[src/rtl/led_pattern_sequencer.sv]
// led_pattern_sequencer
// Drives the 4-LED green bank and the red status LED. A prescaler tick paces
// the patterns. A debounced mode button steps through four display modes:
// COUNT, SCAN, BREATHE and BLINK. The pause input freezes the pattern timing.
// The button path and the PWM counter keep running while paused.
module led_pattern_sequencer #(
  parameter int PRESCALE_W      = 24,
  parameter int DEBOUNCE_CYCLES = 100000,
  parameter int PWM_W           = 8
) (
  input  logic       clk,
  input  logic       reset,
  input  logic       btn_mode,
  input  logic       pause,
  output logic [3:0] gleds,
  output logic       rled,
  output logic [1:0] mode,
  output logic       tick
);

  // ---------------------------------------------------------------------------
  // Local constants
  // ---------------------------------------------------------------------------
  localparam int DB_W = (DEBOUNCE_CYCLES > 1) ? $clog2(DEBOUNCE_CYCLES) : 1;
  localparam logic [DB_W-1:0] DB_LAST = DB_W'(DEBOUNCE_CYCLES - 1);

  // Display modes. Encoding is visible on the mode port, so it is fixed.
  localparam logic [1:0] MODE_COUNT   = 2'd0;
  localparam logic [1:0] MODE_SCAN    = 2'd1;
  localparam logic [1:0] MODE_BREATHE = 2'd2;
  localparam logic [1:0] MODE_BLINK   = 2'd3;

  // ---------------------------------------------------------------------------
  // State
  // ---------------------------------------------------------------------------
  logic [PRESCALE_W-1:0] presc_q, presc_d;
  logic [PWM_W-1:0]      pwm_q, pwm_d;
  logic                  sync1_q, sync2_q;
  logic [DB_W-1:0]       db_cnt_q, db_cnt_d;
  logic                  db_level_q, db_level_d;
  logic [1:0]            mode_q, mode_d;
  logic [3:0]            step_q, step_d;
  logic [1:0]            pos_q, pos_d;
  logic                  dir_up_q, dir_up_d;
  logic [3:0]            gleds_q, gleds_d;
  logic                  rled_q;

  // Combinational control signals
  logic                  tick_w;
  logic                  mode_adv;
  logic [PWM_W-1:0]      pwm_base;
  logic [PWM_W-1:0]      duty;
  logic                  pwm_on;

  // ---------------------------------------------------------------------------
  // Prescaler
  // ---------------------------------------------------------------------------
  // The tick marks the cycle in which the prescaler wraps. A paused prescaler
  // sits still, so it must not tick.
  assign tick_w = (&presc_q) & ~pause;

  // Next prescaler value: hold while paused, otherwise count and wrap.
  always_comb begin
    presc_d = pause ? presc_q : presc_q + PRESCALE_W'(1);
  end

  // Prescaler register.
  always_ff @(posedge clk) begin
    // NOTE: registers are always written with <= so that every flop samples
    // the pre-edge values of the others, whatever order the blocks run in.
    if (reset) begin
      presc_q <= '0;
    end else begin
      presc_q <= presc_d;
    end
  end

  // ---------------------------------------------------------------------------
  // Mode button: synchronizer and debouncer
  // ---------------------------------------------------------------------------
  // Two-flop synchronizer for the asynchronous button.
  always_ff @(posedge clk) begin
    if (reset) begin
      sync1_q <= 1'b0;
      sync2_q <= 1'b0;
    end else begin
      sync1_q <= btn_mode;
      sync2_q <= sync1_q;
    end
  end

  // The debouncer accepts a new level once the synced input has disagreed
  // with the accepted level for DEBOUNCE_CYCLES cycles in a row. Any cycle of
  // agreement restarts the count. Only an accepted rising level advances the mode.
  always_comb begin
    // NOTE: every output of a combinational block gets a default first, so no
    // path can leave it unassigned and infer a latch.
    db_cnt_d   = db_cnt_q;
    db_level_d = db_level_q;
    mode_adv   = 1'b0;
    if (sync2_q == db_level_q) begin
      db_cnt_d = '0;
    end else if (db_cnt_q == DB_LAST) begin
      db_level_d = sync2_q;
      db_cnt_d   = '0;
      mode_adv   = sync2_q;
    end else begin
      db_cnt_d = db_cnt_q + DB_W'(1);
    end
  end

  // Debounce counter and accepted button level.
  always_ff @(posedge clk) begin
    if (reset) begin
      db_cnt_q   <= '0;
      db_level_q <= 1'b0;
    end else begin
      db_cnt_q   <= db_cnt_d;
      db_level_q <= db_level_d;
    end
  end

  // ---------------------------------------------------------------------------
  // Mode FSM, step counter and scan position
  // ---------------------------------------------------------------------------
  // A mode change restarts the pattern and takes priority over a tick in the
  // same cycle. The tick in that cycle is dropped, not deferred. Scan position
  // bounces 0..3..0. The direction turns at the ends.
  always_comb begin
    mode_d   = mode_q;
    step_d   = step_q;
    pos_d    = pos_q;
    dir_up_d = dir_up_q;
    if (mode_adv) begin
      unique case (mode_q)
        MODE_COUNT:   mode_d = MODE_SCAN;
        MODE_SCAN:    mode_d = MODE_BREATHE;
        MODE_BREATHE: mode_d = MODE_BLINK;
        MODE_BLINK:   mode_d = MODE_COUNT;
        default:      mode_d = MODE_COUNT;
      endcase
      step_d   = 4'd0;
      pos_d    = 2'd0;
      dir_up_d = 1'b1;
    end else if (tick_w) begin
      step_d = step_q + 4'd1;
      if (mode_q == MODE_SCAN) begin
        if (dir_up_q) begin
          pos_d    = pos_q + 2'd1;
          dir_up_d = (pos_q != 2'd2);
        end else begin
          pos_d    = pos_q - 2'd1;
          dir_up_d = (pos_q == 2'd1);
        end
      end
    end
  end

  // Mode, step and scan registers.
  always_ff @(posedge clk) begin
    if (reset) begin
      mode_q   <= MODE_COUNT;
      step_q   <= 4'd0;
      pos_q    <= 2'd0;
      dir_up_q <= 1'b1;
    end else begin
      mode_q   <= mode_d;
      step_q   <= step_d;
      pos_q    <= pos_d;
      dir_up_q <= dir_up_d;
    end
  end

  // ---------------------------------------------------------------------------
  // Breathe PWM
  // ---------------------------------------------------------------------------
  // The duty cycle follows a triangle wave taken from the upper prescaler bits.
  // The top bit selects the rising or falling half. The bits below it give the level.
  assign pwm_base = presc_q[PRESCALE_W-2 -: PWM_W];
  assign duty     = presc_q[PRESCALE_W-1] ? ~pwm_base : pwm_base;
  assign pwm_on   = (pwm_q < duty);

  // The PWM counter free-runs, including while paused.
  always_comb begin
    pwm_d = pwm_q + PWM_W'(1);
  end

  // PWM counter register.
  always_ff @(posedge clk) begin
    if (reset) begin
      pwm_q <= '0;
    end else begin
      pwm_q <= pwm_d;
    end
  end

  // ---------------------------------------------------------------------------
  // LED outputs
  // ---------------------------------------------------------------------------
  // Pattern for the green bank, taken from the current mode and pattern state.
  always_comb begin
    gleds_d = 4'h0;
    unique case (mode_q)
      MODE_COUNT:   gleds_d = step_q;
      MODE_SCAN:    gleds_d = 4'b0001 << pos_q;
      MODE_BREATHE: gleds_d = {4{pwm_on}};
      MODE_BLINK:   gleds_d = step_q[0] ? 4'hF : 4'h0;
      default:      gleds_d = 4'h0;
    endcase
  end

  // Output registers. The red LED shows reset or pause.
  always_ff @(posedge clk) begin
    if (reset) begin
      gleds_q <= 4'h0;
      rled_q  <= 1'b1;
    end else begin
      gleds_q <= gleds_d;
      rled_q  <= pause;
    end
  end

  assign gleds = gleds_q;
  assign rled  = rled_q;
  assign mode  = mode_q;
  assign tick  = tick_w;

endmodule
[config.mk]
export PLATFORM = sky130hd
export DESIGN_NAME = led_pattern_sequencer
export DESIGN_NICKNAME = d
export VERILOG_FILES = /design/src/rtl/led_pattern_sequencer.sv
export SDC_FILE = /design/constraint.sdc
export NUM_CORES = 1
export LEC_CHECK = 0
export BUFFER_PORTS_ARGS = -buffer_cell sky130_fd_sc_hd__buf_2
export CORE_MARGIN = 3
export CORE_UTILIZATION = 28
export CTS_BUF_LIST = sky130_fd_sc_hd__clkbuf_8 sky130_fd_sc_hd__clkbuf_16
export DETAILED_ROUTE_END_ITERATION = 6
export GPL_TIMING_DRIVEN = 0
export PLACE_DENSITY_LB_ADDON = 0.05
export SYNTH_ARGS = -nofsm -noshare
export SYNTH_HDL_FRONTEND = slang
export SYNTH_SLANG_ARGS = --single-unit
[constraint.sdc]
create_clock -name clk -period 6.1 [get_ports clk]
set_input_delay 1.22 -clock clk [delete_from_list [all_inputs] [get_ports clk]]
set_output_delay 1.22 -clock clk [all_outputs]
set_load 0.1 [all_outputs]
# After elaboration in Yosys (flattened, before gate mapping)
# Index checks and enable logic that the tools add are counted.
dict set report word_totals {
  ff_bits 66
  wordCells 45
}
dict set report classes {
  addsub 6
  n_lt_le_gt_ge 1
  eq_ne 7
  shift 1
  n_mux 8
  n_bitwise 4
  reduce_logical 6
}
# operator n
set op_table {}
lappend op_table {{24-bit by 1-bit adder with 24-bit output, second input constant} 1}
lappend op_table {{24-bit AND reduction} 1}
lappend op_table {{17-bit by 1-bit adder with 17-bit output, second input constant} 1}
lappend op_table {{17-bit == test, second input constant} 1}
lappend op_table {{4-bit case mux with 4 select lines} 1}
lappend op_table {{8-bit by 1-bit adder with 8-bit output, second input constant} 1}
lappend op_table {{8-bit less-than comparator} 1}
lappend op_table {{8-bit two-way mux} 1}
lappend op_table {{8-bit NOT} 1}
lappend op_table {{2-bit case mux with 4 select lines} 1}
lappend op_table {{4-bit by 1-bit adder with 4-bit output, second input constant} 1}
lappend op_table {{2-bit by 1-bit == test with 1-bit output, second input constant} 2}
lappend op_table {{2-bit == test, second input constant} 2}
lappend op_table {{4-bit two-way mux} 1}
lappend op_table {{2-bit AND reduction} 2}
lappend op_table {{1-bit by 2-bit << shifter with 4-bit output, first input constant} 1}
lappend op_table {{1-bit two-way mux} 3}
lappend op_table {{3-bit OR reduction} 1}
lappend op_table {{2-bit by 1-bit adder with 2-bit output, second input constant} 1}
lappend op_table {{2-bit zero test} 1}
lappend op_table {{2-bit two-way mux} 1}
lappend op_table {{2-bit != test, second input constant} 1}
lappend op_table {{1-bit NOT} 2}
lappend op_table {{2-bit OR reduction} 1}
lappend op_table {{other kinds (3)} 3}

# Depth between registers and ports, before layout
dict set report depth {
  word_depth 4
  mapped_depth 7
  depth_no_buf 7
}

# Least setup slack after synthesis
# No wires, ideal clock.
dict set report synth_path {
  kind {input-to-output}
  startpoint {input pause}
  endpoint {output tick}
  arrival_ns 3.204
  setup_slack_ns 1.676
  stages 5
  path_cell_list {and4b_1 > buf_6 > nand4_4 > clkbuf_1 > nor2_1}
}
dict set report synth_via {
  elab_chain_len 2
}
# element line_no
set synth_rtl {}
lappend synth_rtl {{from (decl)} 14} ;# input logic pause,
lappend synth_rtl {{1-bit NOT} 60} ;# assign tick_w = (&presc_q) & ~pause;
lappend synth_rtl {{1-bit bitwise AND} 60}
lappend synth_rtl {{to (decl)} 18} ;# output logic tick
# Every way passes these cells.

# Final worst setup path
# Same ends and word-level chain as after synthesis.

==> impl_metrics.csv <==
group,metric,value,unit
synth,synthesis.nets,391,
grt,grt_max_degree,12,
layout,area_delta_synth_final,16.6,%
grt,grt_util_met3,3.65,%
grt,grt_pass1_wl,12300,um
timing,slew_headroom,43.1,%
floorplanning,pin_count,12,
layout,final_common_cell,"dfxtp_1",
worst_setup_path,path_common_cell,"buf_2",
worst_setup_path,critical-path-max-stage-delay,430,ps
worst_setup_path,critPathMaxFanout,10,
routing,vias_per_cell,4.79,
cts,cts_post_setup_buffers_inserted,0,
run_status,run_status,"finished, final reports clean",
worst_setup_path,critical_path_required,4880,ps
floorplanning,die-area,13100,um2
grt,grt_overflow_total,0,
timing,min_period_over_period,66.2,%
cts,root_buffer,"clkbuf_16",
worst_hold_path,hold_class,"reg2reg",
timing,finalCriticalPeriod,4040,ps
floorplanning,die_h,114,um
routing,antenna_left,0,
cts,ctsHoldBuffers,0,
timing,setup_violations,0,
routing,first_pass_iters,4,
layout,fin_cells,533,
flow_run,drv_cap,0,
grt,met1_usage,15.3,%
layout,drive_gt1_share,10.9,%
cts,clk_latency,330,ps
worst_setup_path,cp_cell_sequence,"buf_2 -> and4b_1 -> buf_6 -> nand4_4 -> clkbuf_1 -> nor2_1 -> buf_2",
worst_setup_path,critPathCaptureType,"output port",
place,dp_hpwl,5090,um
routing,drt-initial-drc-count,104,
worst_setup_path,crit_path_top_delay_cell,"buf_2",
place,place_inst,517,
layout,layout.nets,412,
layout,fillers,1153,
timing,hold_slack,454,ps
synth,syn_inst,367,
synth,ys.flop_type,"dfxtp_1",
synth,avgSynthCellArea,8.97,um2
power_and_ir_drop,p_leak,1.40,nW
cts,h-tree-depth,3,
synth,synthArstFlopShare,0,%
power_and_ir_drop,p_per_area,265,nW/um2
floorplanning,die_x,114,um
cts,clk_pin_slew,50,ps
timing,tns,0,ps
power_and_ir_drop,p_total,1.02,mW
synth,synth_seq_cells,66,
timing,hold_viol_final,0,
grt,grt_use_met2,18.4,%
cts,cts_buffer_depth,2,
cts,post_cts_resized,0,
worst_setup_path,path_delay_family,"buffers and inverters",
power_and_ir_drop,irDropWorstVdd,0.160,mV
grt,grtUsageTotal,11.9,%
timing,slew_viol_final,0,
layout,final_cell_mix,"66 x dfxtp_1, 37 x nor2_1, 26 x xor2_1, 25 x a21oi_1, 21 x o21ai_0",
layout,multi_input_comb_area,1830,um2
routing,via_count,2555,
worst_setup_path,start_kind,"input pin",
floorplanning,rows,38,
grt,top_usage_layer,"met2",
place,io_buffers,10,
synth,synth-edff-count,0,
timing,tightest_slew,851,ps
worst_setup_path,arrival,2820,ps
place,gp_congestion,0.725,
synth,yosysWarningCount,0,
worst_setup_path,critical_path_class,"in2out",
floorplanning,core_area,11200,um2
grt,antenna_found_initial,0,
cts,numCtsBuffers,9,
cts,tritoncts,"yes",
routing,avgRoutedWirePerCell,13.3,um
floorplanning,initial_utilization,29.5,%
timing,rsz0062_at_grt,"no",
synth,yosysSeqAreaShare,40.1,%
cts,cts.sink_count,66,
synth,synthesis.area,3290,um2
timing,max_freq,248,MHz
layout,diodes,0,
layout,seq_area,1320,um2
worst_setup_path,path_buf_inv,4,
synth,synth.distinct_cells,45,
grt,grt_pass1_vias,2538,
timing,finClkSkew,6.18,ps
routing,drc,0,
routing,drt_wl_total,7060,um
[worst paths after layout]
check                                               from  slack [ps]  cells after the start                   to
worst max-delay path                               pause        2060                      7                 tick
worst min-delay path                 pwm_q[0]$_SDFF_PP0_         450                      1  pwm_q[0]$_SDFF_PP0_
worst max register to register  presc_q[23]$_SDFFE_PP0N_        3810                      7  gleds[2]$_SDFF_PP0_
worst min register to register       pwm_q[0]$_SDFF_PP0_         450                      1  pwm_q[0]$_SDFF_PP0_
[stage by stage]
stage                     area (um2)  utilization (%)  setup WS, ps
after floorplan                 3290                -          1680
after global placement          3520             31.5          2050
after detailed placement        3520             31.5          2040
after CTS                       3840             34.4          2030
after global routing            3840             34.4          1910
final                           3840             34.4          2060
[cells in the mapped netlist (2+ instances only)]
| cell | n | area share, % |
|---|---|---|
| and4_1 | 9 | 2.4 |
| inv_1 | 14 | 1.6 |
| nand3_1 | 19 | 2.9 |
| nor2b_1 | 3 | 0.57 |
| or3_1 | 7 | 1.3 |
| dfxtp_1 | 66 | 40 |
| mux2i_1 | 2 | 0.61 |
| o21ai_0 | 21 | 3.2 |
| ha_1 | 20 | 7.6 |
| a21oi_1 | 25 | 3.8 |
| xor2_1 | 26 | 6.9 |
| nand2b_1 | 2 | 0.38 |
| clkbuf_1 | 6 | 0.68 |
| nand4_1 | 18 | 3.4 |
| nand2_1 | 13 | 1.5 |
| o21bai_1 | 2 | 0.46 |
| buf_2 | 7 | 1.1 |
| or4_1 | 8 | 1.8 |
| buf_1 | 2 | 0.23 |
| buf_6 | 2 | 0.68 |
| xnor2_1 | 13 | 3.5 |
| and2_1 | 8 | 1.5 |
| nor3_1 | 2 | 0.30 |
| and2b_1 | 2 | 0.46 |
| and3_1 | 5 | 0.95 |
| nor2_1 | 37 | 4.2 |
| a21o_1 | 2 | 0.46 |
| nor4bb_1 | 2 | 0.61 |
| o31ai_1 | 8 | 1.8 |
[kinds of logic (layout without fill, tap and decap cells)]
family	count (synthesis)	count (layout)	share of synthesized area, %
flip-flops	66	66	40.1
XOR/XNOR	39	39	10.4
AND/OR/NAND/NOR	144	144	25.5
buffers and inverters	31	57	4.26
multiplexers	2	2	0.608
AO/OA/AOI/OAI	65	65	11.6
adder cells (fa/ha/maj)	20	20	7.60
[metal layers]
layer | up-vias | wire length [um]
met5 | - | 0
met4 | 0 | 112
met3 | 8 | 231
met2 | 21 | 3130
met1 | 1176 | 3590
li1 | 1350 | -
[power breakdown]
group	switching (mW)	internal (mW)
Combinational	0.0164	0.00823
Clock	0.189	0.366
Sequential	0.00420	0.436
[sequential cells by signal, indices dropped and copies added, names as in the netlist, 2 cells and up]
register and flops:
gleds 4, pwm_q 8, step_q 4, presc_q 24
db_cnt_q 17, pos_q 2, mode 2
[area by class of cell]
class | instances | share of cell area (%)
well taps | 140 | 4.56
plain buffers | 17 | 2.28
repair buffers | 10 | 1.30
clock inverters | 6 | 2.12
clock buffers | 10 | 6.23
multi-input cells | 270 | 47.7
inverters | 14 | 1.37
flip-flops and latches | 66 | 34.4
No activity file was read; power rests on OpenSTA's default activity.
